## src/rtl/mem_ctrl_arbiter_if.sv

```systemverilog
// Requester, RAM and control bundle for mem_ctrl_arbiter.
// slave = controller side, master = core/RAM side.
interface mem_ctrl_arbiter_if #(
  parameter int XLEN       = 32,
  parameter int ID_W       = 4,
  parameter int LINE_BYTES = 16
);
  localparam int IW = (LINE_BYTES > 4) ? $clog2(LINE_BYTES / 4) : 1;

  logic            rdy;
  logic            flush;
  logic            io_buffer_full;

  logic            ic_req;
  logic [XLEN-1:0] ic_addr;
  logic            ic_gnt;
  logic            ic_valid;
  logic [XLEN-1:0] ic_word;
  logic [IW-1:0]   ic_word_idx;
  logic            ic_done;

  logic            ld_req;
  logic [XLEN-1:0] ld_addr;
  logic [1:0]      ld_size;
  logic            ld_signed;
  logic [ID_W-1:0] ld_id;
  logic            ld_gnt;
  logic            ld_valid;
  logic [XLEN-1:0] ld_data;
  logic [ID_W-1:0] ld_id_out;

  logic            st_req;
  logic [XLEN-1:0] st_addr;
  logic [1:0]      st_size;
  logic [XLEN-1:0] st_data;
  logic            st_gnt;
  logic            st_done;

  logic [7:0]      ram_din;
  logic [7:0]      ram_dout;
  logic [XLEN-1:0] ram_a;
  logic            ram_wr;
  logic            busy;

  modport slave (
    input  rdy, flush, io_buffer_full,
    input  ic_req, ic_addr,
    output ic_gnt, ic_valid, ic_word, ic_word_idx, ic_done,
    input  ld_req, ld_addr, ld_size, ld_signed, ld_id,
    output ld_gnt, ld_valid, ld_data, ld_id_out,
    input  st_req, st_addr, st_size, st_data,
    output st_gnt, st_done,
    input  ram_din,
    output ram_dout, ram_a, ram_wr, busy
  );

  modport master (
    output rdy, flush, io_buffer_full,
    output ic_req, ic_addr,
    input  ic_gnt, ic_valid, ic_word, ic_word_idx, ic_done,
    output ld_req, ld_addr, ld_size, ld_signed, ld_id,
    input  ld_gnt, ld_valid, ld_data, ld_id_out,
    output st_req, st_addr, st_size, st_data,
    input  st_gnt, st_done,
    output ram_din,
    input  ram_dout, ram_a, ram_wr, busy
  );
endinterface

```

## src/rtl/mem_ctrl_arbiter.sv

```systemverilog
// Byte-serial RAM controller/arbiter: store > load > icache refill.
// Ports: clk, rst (sync, active high), bus (mem_ctrl_arbiter_if.slave).
// Optional macro IO_FULL_STALL_EN: hold IO-range stores while UART full.
module mem_ctrl_arbiter #(
  parameter int XLEN       = 32,
  parameter int ID_W       = 4,
  parameter int LINE_BYTES = 16,
  parameter int RAM_LAT    = 1
) (
  input logic clk,
  input logic rst,
  mem_ctrl_arbiter_if.slave bus
);
  localparam int CW = $clog2(LINE_BYTES);
  localparam int IW = (LINE_BYTES > 4) ? $clog2(LINE_BYTES / 4) : 1;

  typedef enum logic [1:0] {IDLE, ISSUE, DRAIN, DONE} state_t;
  typedef enum logic [1:0] {K_ST, K_LD, K_IC} kind_t;

  state_t          state_q, state_d;
  kind_t           kind_q, kind_d;
  logic [XLEN-1:0] base_q, base_d;
  logic [XLEN-1:0] data_q, data_d;
  logic [CW-1:0]   len_q, len_d;
  logic [CW-1:0]   iss_q, iss_d;
  logic [CW-1:0]   cap_q, cap_d;
  logic [RAM_LAT-1:0] pipe_q, pipe_d;
  logic            abort_q, abort_d;
  logic [1:0]      wait_q, wait_d;
  logic            sgn_q, sgn_d;
  logic [1:0]      sz_q, sz_d;
  logic [ID_W-1:0] id_q, id_d;
  logic            icv_q, icv_d;
  logic [XLEN-1:0] icw_q, icw_d;
  logic [IW-1:0]   ici_q, ici_d;

  logic io_block, idle, st_g, ld_g, ic_g;
  logic is_rd, cap_en;
  logic [XLEN-1:0] ld_ext;

  function automatic logic [CW-1:0] sz_len(input logic [1:0] s);
    unique case (s)
      2'd0:    return CW'(0);
      2'd1:    return CW'(1);
      default: return CW'(3);
    endcase
  endfunction

`ifdef IO_FULL_STALL_EN
  assign io_block = bus.io_buffer_full &&
                    (bus.st_addr[17:16] == 2'b11);
`else
  logic unused_io_full;
  assign unused_io_full = bus.io_buffer_full;
  assign io_block = 1'b0;
`endif

  assign idle = (state_q == IDLE) && bus.rdy;
  assign st_g = idle && bus.st_req && !io_block;
  assign ld_g = idle && !bus.flush && bus.ld_req && !st_g;
  assign ic_g = idle && !bus.flush && bus.ic_req &&
                !st_g && !bus.ld_req;

  assign is_rd  = (kind_q != K_ST);
  // Read bytes leave the pipe RAM_LAT cycles after issue; an
  // aborted read drops them instead of capturing.
  assign cap_en = pipe_q[RAM_LAT-1] && is_rd &&
                  !abort_q && !bus.flush;

  always_comb begin
    state_d = state_q;
    kind_d  = kind_q;
    base_d  = base_q;
    data_d  = data_q;
    len_d   = len_q;
    iss_d   = iss_q;
    cap_d   = cap_q;
    abort_d = abort_q;
    wait_d  = wait_q;
    sgn_d   = sgn_q;
    sz_d    = sz_q;
    id_d    = id_q;
    icv_d   = 1'b0;
    icw_d   = icw_q;
    ici_d   = ici_q;
    pipe_d  = pipe_q << 1;
    pipe_d[0] = (state_q == ISSUE) && is_rd && !bus.flush;

    if (cap_en) begin
      data_d[{cap_q[1:0], 3'b000} +: 8] = bus.ram_din;
      cap_d = cap_q + CW'(1);
      if (kind_q == K_IC && cap_q[1:0] == 2'b11) begin
        icv_d = 1'b1;
        icw_d = XLEN'({bus.ram_din, data_q[23:0]});
        ici_d = IW'(cap_q >> 2);
      end
    end

    unique case (state_q)
      IDLE: begin
        if (st_g || ld_g || ic_g) begin
          state_d = ISSUE;
          iss_d   = '0;
          cap_d   = '0;
          pipe_d  = '0;
          abort_d = 1'b0;
          data_d  = '0;
          sgn_d   = bus.ld_signed;
          sz_d    = bus.ld_size;
          id_d    = bus.ld_id;
          unique case (1'b1)
            st_g: begin
              kind_d = K_ST;
              base_d = bus.st_addr;
              data_d = bus.st_data;
              len_d  = sz_len(bus.st_size);
            end
            ld_g: begin
              kind_d = K_LD;
              base_d = bus.ld_addr;
              len_d  = sz_len(bus.ld_size);
            end
            default: begin
              kind_d = K_IC;
              base_d = bus.ic_addr;
              len_d  = CW'(LINE_BYTES - 1);
            end
          endcase
        end
      end
      ISSUE: begin
        if (is_rd && bus.flush) begin
          state_d = DRAIN;
          abort_d = 1'b1;
          wait_d  = '0;
        end else if (iss_q == len_q) begin
          state_d = is_rd ? DRAIN : DONE;
        end else begin
          iss_d = iss_q + CW'(1);
        end
      end
      DRAIN: begin
        if (abort_q) begin
          wait_d = wait_q + 2'd1;
          if (wait_q == 2'(RAM_LAT - 1)) state_d = IDLE;
        end else if (bus.flush) begin
          abort_d = 1'b1;
          wait_d  = '0;
        end else if (cap_en && cap_q == len_q) begin
          state_d = DONE;
        end
      end
      default: state_d = IDLE;
    endcase
  end

  always_ff @(posedge clk) begin
    if (rst) begin
      state_q <= IDLE;
      kind_q  <= K_ST;
      base_q  <= '0;
      data_q  <= '0;
      len_q   <= '0;
      iss_q   <= '0;
      cap_q   <= '0;
      pipe_q  <= '0;
      abort_q <= 1'b0;
      wait_q  <= '0;
      sgn_q   <= 1'b0;
      sz_q    <= '0;
      id_q    <= '0;
      icv_q   <= 1'b0;
      icw_q   <= '0;
      ici_q   <= '0;
    end else if (bus.rdy) begin
      state_q <= state_d;
      kind_q  <= kind_d;
      base_q  <= base_d;
      data_q  <= data_d;
      len_q   <= len_d;
      iss_q   <= iss_d;
      cap_q   <= cap_d;
      pipe_q  <= pipe_d;
      abort_q <= abort_d;
      wait_q  <= wait_d;
      sgn_q   <= sgn_d;
      sz_q    <= sz_d;
      id_q    <= id_d;
      icv_q   <= icv_d;
      icw_q   <= icw_d;
      ici_q   <= ici_d;
    end
  end

  always_comb begin
    ld_ext = data_q;
    unique case (sz_q)
      2'd0:
        ld_ext = {{(XLEN-8){sgn_q & data_q[7]}}, data_q[7:0]};
      2'd1:
        ld_ext = {{(XLEN-16){sgn_q & data_q[15]}}, data_q[15:0]};
      default: ld_ext = data_q;
    endcase
  end

  assign bus.st_gnt   = st_g;
  assign bus.ld_gnt   = ld_g;
  assign bus.ic_gnt   = ic_g;
  assign bus.busy     = (state_q != IDLE);
  assign bus.ld_valid = bus.rdy && state_q == DONE &&
                        kind_q == K_LD && !bus.flush;
  assign bus.st_done  = bus.rdy && state_q == DONE &&
                        kind_q == K_ST;
  assign bus.ld_data   = bus.ld_valid ? ld_ext : '0;
  assign bus.ld_id_out = bus.ld_valid ? id_q : '0;
  assign bus.ic_valid  = bus.rdy && icv_q && !bus.flush;
  assign bus.ic_done   = bus.ic_valid && state_q == DONE;
  assign bus.ic_word     = icw_q;
  assign bus.ic_word_idx = ici_q;
  assign bus.ram_a  = (state_q == ISSUE) ?
                      base_q + XLEN'(iss_q) : '0;
  // Gated by rdy so a frozen cycle never repeats a write.
  assign bus.ram_wr = bus.rdy && state_q == ISSUE &&
                      kind_q == K_ST;
  assign bus.ram_dout = bus.ram_wr ?
                        data_q[{iss_q[1:0], 3'b000} +: 8] : 8'h00;
endmodule

```

## src/flat_wrapper.sv

```systemverilog
// flat-port wrapper written by rule: the top's interface ports become plain ports
module mem_ctrl_arbiter_flat 
#(
  parameter int XLEN       = 32,
  parameter int ID_W       = 4,
  parameter int LINE_BYTES = 16,
  parameter int RAM_LAT    = 1
)
  (clk, rst, bus_rdy, bus_flush, bus_io_buffer_full, bus_ic_req, bus_ic_addr, bus_ic_gnt, bus_ic_valid, bus_ic_word, bus_ic_word_idx, bus_ic_done, bus_ld_req, bus_ld_addr, bus_ld_size, bus_ld_signed, bus_ld_id, bus_ld_gnt, bus_ld_valid, bus_ld_data, bus_ld_id_out, bus_st_req, bus_st_addr, bus_st_size, bus_st_data, bus_st_gnt, bus_st_done, bus_ram_din, bus_ram_dout, bus_ram_a, bus_ram_wr, bus_busy);
  mem_ctrl_arbiter_if #(.XLEN(XLEN), .ID_W(ID_W), .LINE_BYTES(LINE_BYTES)) bus_i ();
  input logic clk;
  input logic rst;
  input wire logic [$bits(bus_i.rdy)-1:0] bus_rdy;
  input wire logic [$bits(bus_i.flush)-1:0] bus_flush;
  input wire logic [$bits(bus_i.io_buffer_full)-1:0] bus_io_buffer_full;
  input wire logic [$bits(bus_i.ic_req)-1:0] bus_ic_req;
  input wire logic [$bits(bus_i.ic_addr)-1:0] bus_ic_addr;
  output wire logic [$bits(bus_i.ic_gnt)-1:0] bus_ic_gnt;
  output wire logic [$bits(bus_i.ic_valid)-1:0] bus_ic_valid;
  output wire logic [$bits(bus_i.ic_word)-1:0] bus_ic_word;
  output wire logic [$bits(bus_i.ic_word_idx)-1:0] bus_ic_word_idx;
  output wire logic [$bits(bus_i.ic_done)-1:0] bus_ic_done;
  input wire logic [$bits(bus_i.ld_req)-1:0] bus_ld_req;
  input wire logic [$bits(bus_i.ld_addr)-1:0] bus_ld_addr;
  input wire logic [$bits(bus_i.ld_size)-1:0] bus_ld_size;
  input wire logic [$bits(bus_i.ld_signed)-1:0] bus_ld_signed;
  input wire logic [$bits(bus_i.ld_id)-1:0] bus_ld_id;
  output wire logic [$bits(bus_i.ld_gnt)-1:0] bus_ld_gnt;
  output wire logic [$bits(bus_i.ld_valid)-1:0] bus_ld_valid;
  output wire logic [$bits(bus_i.ld_data)-1:0] bus_ld_data;
  output wire logic [$bits(bus_i.ld_id_out)-1:0] bus_ld_id_out;
  input wire logic [$bits(bus_i.st_req)-1:0] bus_st_req;
  input wire logic [$bits(bus_i.st_addr)-1:0] bus_st_addr;
  input wire logic [$bits(bus_i.st_size)-1:0] bus_st_size;
  input wire logic [$bits(bus_i.st_data)-1:0] bus_st_data;
  output wire logic [$bits(bus_i.st_gnt)-1:0] bus_st_gnt;
  output wire logic [$bits(bus_i.st_done)-1:0] bus_st_done;
  input wire logic [$bits(bus_i.ram_din)-1:0] bus_ram_din;
  output wire logic [$bits(bus_i.ram_dout)-1:0] bus_ram_dout;
  output wire logic [$bits(bus_i.ram_a)-1:0] bus_ram_a;
  output wire logic [$bits(bus_i.ram_wr)-1:0] bus_ram_wr;
  output wire logic [$bits(bus_i.busy)-1:0] bus_busy;
  assign bus_i.rdy = bus_rdy;
  assign bus_i.flush = bus_flush;
  assign bus_i.io_buffer_full = bus_io_buffer_full;
  assign bus_i.ic_req = bus_ic_req;
  assign bus_i.ic_addr = bus_ic_addr;
  assign bus_ic_gnt = bus_i.ic_gnt;
  assign bus_ic_valid = bus_i.ic_valid;
  assign bus_ic_word = bus_i.ic_word;
  assign bus_ic_word_idx = bus_i.ic_word_idx;
  assign bus_ic_done = bus_i.ic_done;
  assign bus_i.ld_req = bus_ld_req;
  assign bus_i.ld_addr = bus_ld_addr;
  assign bus_i.ld_size = bus_ld_size;
  assign bus_i.ld_signed = bus_ld_signed;
  assign bus_i.ld_id = bus_ld_id;
  assign bus_ld_gnt = bus_i.ld_gnt;
  assign bus_ld_valid = bus_i.ld_valid;
  assign bus_ld_data = bus_i.ld_data;
  assign bus_ld_id_out = bus_i.ld_id_out;
  assign bus_i.st_req = bus_st_req;
  assign bus_i.st_addr = bus_st_addr;
  assign bus_i.st_size = bus_st_size;
  assign bus_i.st_data = bus_st_data;
  assign bus_st_gnt = bus_i.st_gnt;
  assign bus_st_done = bus_i.st_done;
  assign bus_i.ram_din = bus_ram_din;
  assign bus_ram_dout = bus_i.ram_dout;
  assign bus_ram_a = bus_i.ram_a;
  assign bus_ram_wr = bus_i.ram_wr;
  assign bus_busy = bus_i.busy;
  mem_ctrl_arbiter #(.XLEN(XLEN), .ID_W(ID_W), .LINE_BYTES(LINE_BYTES), .RAM_LAT(RAM_LAT)) u_core (.clk(clk), .rst(rst), .bus(bus_i));
endmodule
```

## config.mk

```make
export PLATFORM = sky130hd
export DESIGN_NAME = mem_ctrl_arbiter_flat
export DESIGN_NICKNAME = d
export VERILOG_FILES = /design/src/rtl/mem_ctrl_arbiter_if.sv /design/src/rtl/mem_ctrl_arbiter.sv /design/src/flat_wrapper.sv
export SDC_FILE = /design/constraint.sdc
export NUM_CORES = 1
export LEC_CHECK = 0
export BUFFER_PORTS_ARGS = -buffer_cell sky130_fd_sc_hd__buf_2
export CORE_UTILIZATION = 55
export DETAILED_ROUTE_END_ITERATION = 8
export PLACE_DENSITY_LB_ADDON = 0.15
export SETUP_SLACK_MARGIN = 0.05
export SLEW_MARGIN = 20
export SYNTH_ARGS = -nofsm -noshare
export SYNTH_HDL_FRONTEND = slang
export SYNTH_SLANG_ARGS = --single-unit
```

## constraint.sdc

```tcl
create_clock -name clk -period 4.9 [get_ports clk]
set_input_delay 0.49 -clock clk [delete_from_list [all_inputs] [get_ports clk]]
set_output_delay 0.49 -clock clk [all_outputs]
set_load 0.02 [all_outputs]
```

**Word level (Yosys, flattened, before mapping)**

Cells that the tools add are included.

- Register bits after elaboration: 126
- Input port bits: 153
- Memories: 0
- Bits in read-only memories: 0
- Output and inout port bits: 119
- Word-level logic and storage cells: 138
- RAM bits: 0
- Bits in latches: 0

- Multiply operators: 0
- $lt $le $gt $ge: 0
- Muxes and demuxes: 44
- Divide/modulo/power cells: 0
- Add/sub/neg operators: 5
- Bitwise logic cells: 2
- Eq/ne operators: 20
- Reduce and logical (&&, ||, !) cells: 48
- Shifts and indexed selects: 3

Operators with widths:

| cell | number |
|---|---|
| 2-to-1 mux 32 bit | 6 |
| case mux 32 bit (2 select lines) | 2 |
| adder 32 x 4 -> 32 bit | 1 |
| bitwise mux 32 bit | 1 |
| variable shift 8 x 7 -> 32 bit (first input constant) | 1 |
| variable part select 32 x 6 -> 8 bit | 1 |
| variable part select 8 x 7 -> 32 bit | 1 |
| 2-to-1 mux 4 bit | 7 |
| logical AND 1 bit | 25 |
| 2-to-1 mux 2 bit | 10 |
| case mux 2 bit (2 select lines) | 4 |
| case mux 4 bit (2 select lines) | 2 |
| logical NOT 2 bit | 6 |
| equality test 2 x 1 -> 1 bit (second input constant) | 5 |
| 2-to-1 mux 1 bit | 9 |
| adder 4 x 1 -> 4 bit (second input constant) | 2 |
| equality test 2 bit (second input constant) | 4 |
| equality test 4 bit | 2 |
| 2-to-1 mux 8 bit | 1 |
| AND reduction 4 bit | 2 |
| nonzero test 2 bit | 4 |
| negator 5 -> 7 bit | 1 |
| inequality test 2 bit (second input constant) | 3 |
| inequality test 3 x 1 -> 1 bit (second input constant) | 2 |
| 13 further kinds | 20 |

**Logic depth before layout (Yosys ltp)**

- Depth in word-level cells: 9
- Depth in mapped cells: 10
- Mapped depth without buffers: 8

**Worst setup path before layout**

OpenSTA, ideal clock, no wires.

- Path type: reg2out
- From: reg u_core.iss_q[1]
- To: out bus_ram_a[26]
- Buffers on the path: 1
- Stages on the path, launching flop included: 9
- Required time: 4410 ps
- Setup slack: 1749 ps
- Arrival time: 2661 ps
- Path through: dfxtp_1 buf_1 inv_1 fa_1 nand2b_1 a211oi_2 nand3_1 or3_1 a21oi_1

- Word-level cells in the longest chain between the ends: 2

RTL lines:

| item | line | text |
|---|---|---|
| start, declared | mem_ctrl_arbiter.sv:25 | `logic [CW-1:0] iss_q, iss_d;` |
| start signal, assigned | mem_ctrl_arbiter.sv:181 | `iss_q <= iss_d;` |
| adder 32 x 4 -> 32 bit | mem_ctrl_arbiter.sv:221 | `base_q + XLEN'(iss_q) : '0;` |
| 2-to-1 mux 32 bit | mem_ctrl_arbiter.sv:220 | `assign bus.ram_a = (state_q == ISSUE) ?` |
| end, declared | flat_wrapper.sv:40 | `output wire logic [$bits(bus_i.ram_a)-1:0] bus_ram_a;` |

Every way passes these cells.

**Worst setup path in the final report**

Ends and elaborated chain as after synthesis.

==> flow_summary.ini <==
[outcome]
run_status = finished, final reports clean

[die]
die_w_um = 120
core_mm2 = 0.0133
num_rows = 42
dieArea_mm2 = 0.0143
initial_core_util_pct = 56.9
pin_count = 272
dieHeight_um = 120

[sta]
fin_crit_sh_pct = 79.8
drv_slew = 0
worstMarginPinSlew_ns = 1.01
min_period_ns = 3.91
setup-violations-final = 0
rsz0062_at_grt = no
setup_ws_ns = 0.990
max_slew_margin_pct = 32.8
hold_viol = 0
max_clock_freq_ghz = 0.256
setup_tns_ns = 0
clock_skew_ns = 0.00638

[critical_path]
r2r_end = u_core.base_q[7]$_SDFFE_PP0P_
cp_slowest_cell = dfxtp_1
endpoint_kind = primary output
cp-startpoint = u_core.iss_q[1]$_SDFFE_PP0P_
path_class = flip-flop to primary output
r2r_start = u_core.state_q[0]$_SDFFE_PP0P_
cp_slowest_stage_delay_ns = 0.72
worstPathCellList = inv_1 -> fa_1 -> nand2b_1 -> a211oi_2 -> nand3_1 -> or3_1 -> a21oi_1 -> buf_2
critPathMaxFanout = 14
r2r_cells = 8
start_kind = flip-flop
r2r_setup_slack_ns = 1.89
crit_arrival_ns = 3.42
required_ns = 4.41

[layout]
fillers = 1155
layout_common_cells = buf_2 (269), nand2_1 (153), dfxtp_1 (124)
nNetsFinal = 1386
drive_above_1_share_pct = 28.0
antennaDiodeCount = 0
regArea_mm2 = 0.00248
multi_input_area_mm2 = 0.00466
area_delta_synth_final_pct = 25.5
layout_commonest_cell = buf_2

[cts]
numClockSinks = 124
cts_buffer_depth = 2
cts_made_buffers = 17
cts_setup_buffers = 0
tritoncts = done
holdBufCountCts = 0
cts_root_buffer = clkbuf_16
clk_latency_ns = 0.42
cts_resized = 0
htreeDepth = 4
clkTransAtPathRegs_ns = 0.06

[pwr]
power.share.switching_pct = 29.2
power.switching_uw = 871
clock_power_share_pct = 42.9
ir_drop_uv = 267
internal-power_mw = 2.11
power_density_mw_per_mm2 = 313
p_leak_nw = 4.27
p_comb_share_pct = 18.5
sequentialPowerShare_pct = 38.6

[route]
vias = 8202
drtAntennaViolNets = 0
drtPass1Iterations = 5
avgRoutedWirePerCell_um = 16.8
drc = 0
vias_per_cell = 5.85
drt_iter0_drc = 709
drt-total-wl_um = 23600

[global_route]
antenna_found_initial = 0
grt_max_degree = 66
grt.overflow.total = 0
grt_pass1_vias = 7298
grtUsageTotal_pct = 32.7
grt_pass1_wl_um = 36500

[placement]
dp_hpwl_um = 16600
gp_congestion = 0.911
port-buffer-count = 270
pre_cts_ws_ns = 1.46

[min_path]
min_path_cells = 3
hold_path.class = input port to flip-flop
min_from = bus_ld_addr[1]
hold_end = u_core.base_q[1]$_SDFFE_PP0P_

[yosys]
synthDistinctLibCells = 69
synth_edf_count = 0
netlist_top_cells_area = dfxtp_1 (33%), nand2_1 (7.6%), a21oi_1 (6.3%), nor2_1 (5.7%), mux2i_1 (4.9%)
async_reset_ff_share_pct = 0
ys.flop_type = dfxtp_1
ys_ff_latch = 124
yosysTopAreaCell = dfxtp_1
synthCells = 995
synth_area_per_cell_um2 = 7.63
yosysTopAreaCellShare_pct = 32.7
synth_nets = 1165
synth_area_mm2 = 0.00759
ys_seq_area_share_pct = 32.7
synth_warnings = 0

[run]
drv_cap = 0
-- metrics by stage --
step                util, %  hold WS [ns]  std cells  area (um2)  power [mW]
floorplan                 -         0.432        995        7590        1.52
global placement       66.9         0.439       1373        8930        1.70
detailed placement     66.9         0.444       1373        8930        1.71
CTS                    71.4         0.293       1403        9530        2.98
global route           71.4         0.308       1403        9530        3.10
finish                 71.4         0.298       1403        9530        2.98
-- cell usage after synthesis (9+ instances only) --
library cell,number
nand2_1,153
dfxtp_1,124
nor2_1,115
a21oi_1,95
clkbuf_1,53
mux2i_1,37
inv_1,36
nand3_1,30
o21ai_0,30
a311o_1,22
nand4_1,19
a211oi_1,18
and2_1,18
xor2_1,18
nor2b_1,17
o22ai_1,17
a2bb2oi_1,16
ha_1,16
a22oi_1,10
buf_1,10
buf_2,10
nand2b_1,9
o211ai_1,9
-- logic make-up after synthesis --
kind of cell | share of synthesized area, %
adders and majority gates | 2.90
muxes | 7.40
AOI/OAI and AO/OA | 22.8
and+or+nand+nor | 25.1
DFF | 32.7
xor gates and xnor gates | 3.00
buffers and inverters | 6.10
-- power groups by stage --
stage | clock network [mW] | registers (mW) | logic, mW
5_1_grt | 1.33 | 1.16 | 0.607
6_report | 1.28 | 1.15 | 0.551
2_1_floorplan | 0 | 1.13 | 0.384
3_3_place_gp | 0 | 1.16 | 0.536
3_5_place_dp | 0 | 1.17 | 0.542
4_1_cts | 1.29 | 1.15 | 0.547
-- routing by layer --
| layer | track usage (%) | vias up | part of all wire, % |
|---|---|---|---|
| met4 | 13.1 | 0 | 3.0 |
| met2 | 56.2 | 365 | 49 |
| met3 | 7.08 | 50 | 7.5 |
| met1 | 39.5 | 3822 | 41 |
| met5 | 0 | - | 0 |
| li1 | - | 3965 | - |
-- area by class of cell --
cell class	instances	area share, %
multi-input combinational	756	48.9
inverter	37	1.47
clock inverter	11	1.52
tap	176	2.31
clock buffer	19	4.75
timing repair buffer	280	15.0
sequential	124	26.0
-- critical path, delay by kind of cell, from the launching register on --
kind | cells | cell delay (ns)
buffers and inverters | 2 | 0.34
AOI/OAI and AO/OA | 2 | 0.59
DFF | 1 | 0.72
and+or+nand+nor | 3 | 0.88
adders and majority gates | 1 | 0.48
-- flip-flops by register name, summed over array words and instances (netlist names) --
signal / count
u_core.kind_q: 1
u_core.len_q: 3
u_core.iss_q: 4
u_core.abort_q: 1
u_core.state_q: 2
u_core.icv_q: 1
u_core.pipe_q: 1
u_core.bus.ic_word: 32
u_core.data_q: 32
u_core.id_q: 4
u_core.bus.ic_word_idx: 2
u_core.wait_q: 2
u_core.cap_q: 4
u_core.sgn_q: 1
u_core.sz_q: 2
u_core.base_q: 32
-- worst max-delay path by stage --
stage               slack (ns)  cells after the start       endpoint
finish                    0.99                      8  bus_ram_a[26]
detailed placement        1.46                      8  bus_ram_a[26]
floorplan                 1.75                      8  bus_ram_a[26]
global placement          1.48                      8  bus_ram_a[26]
global route              0.79                      8  bus_ram_a[28]
CTS                       1.00                      8  bus_ram_a[26]
Power figures use the tool's default switching activity.
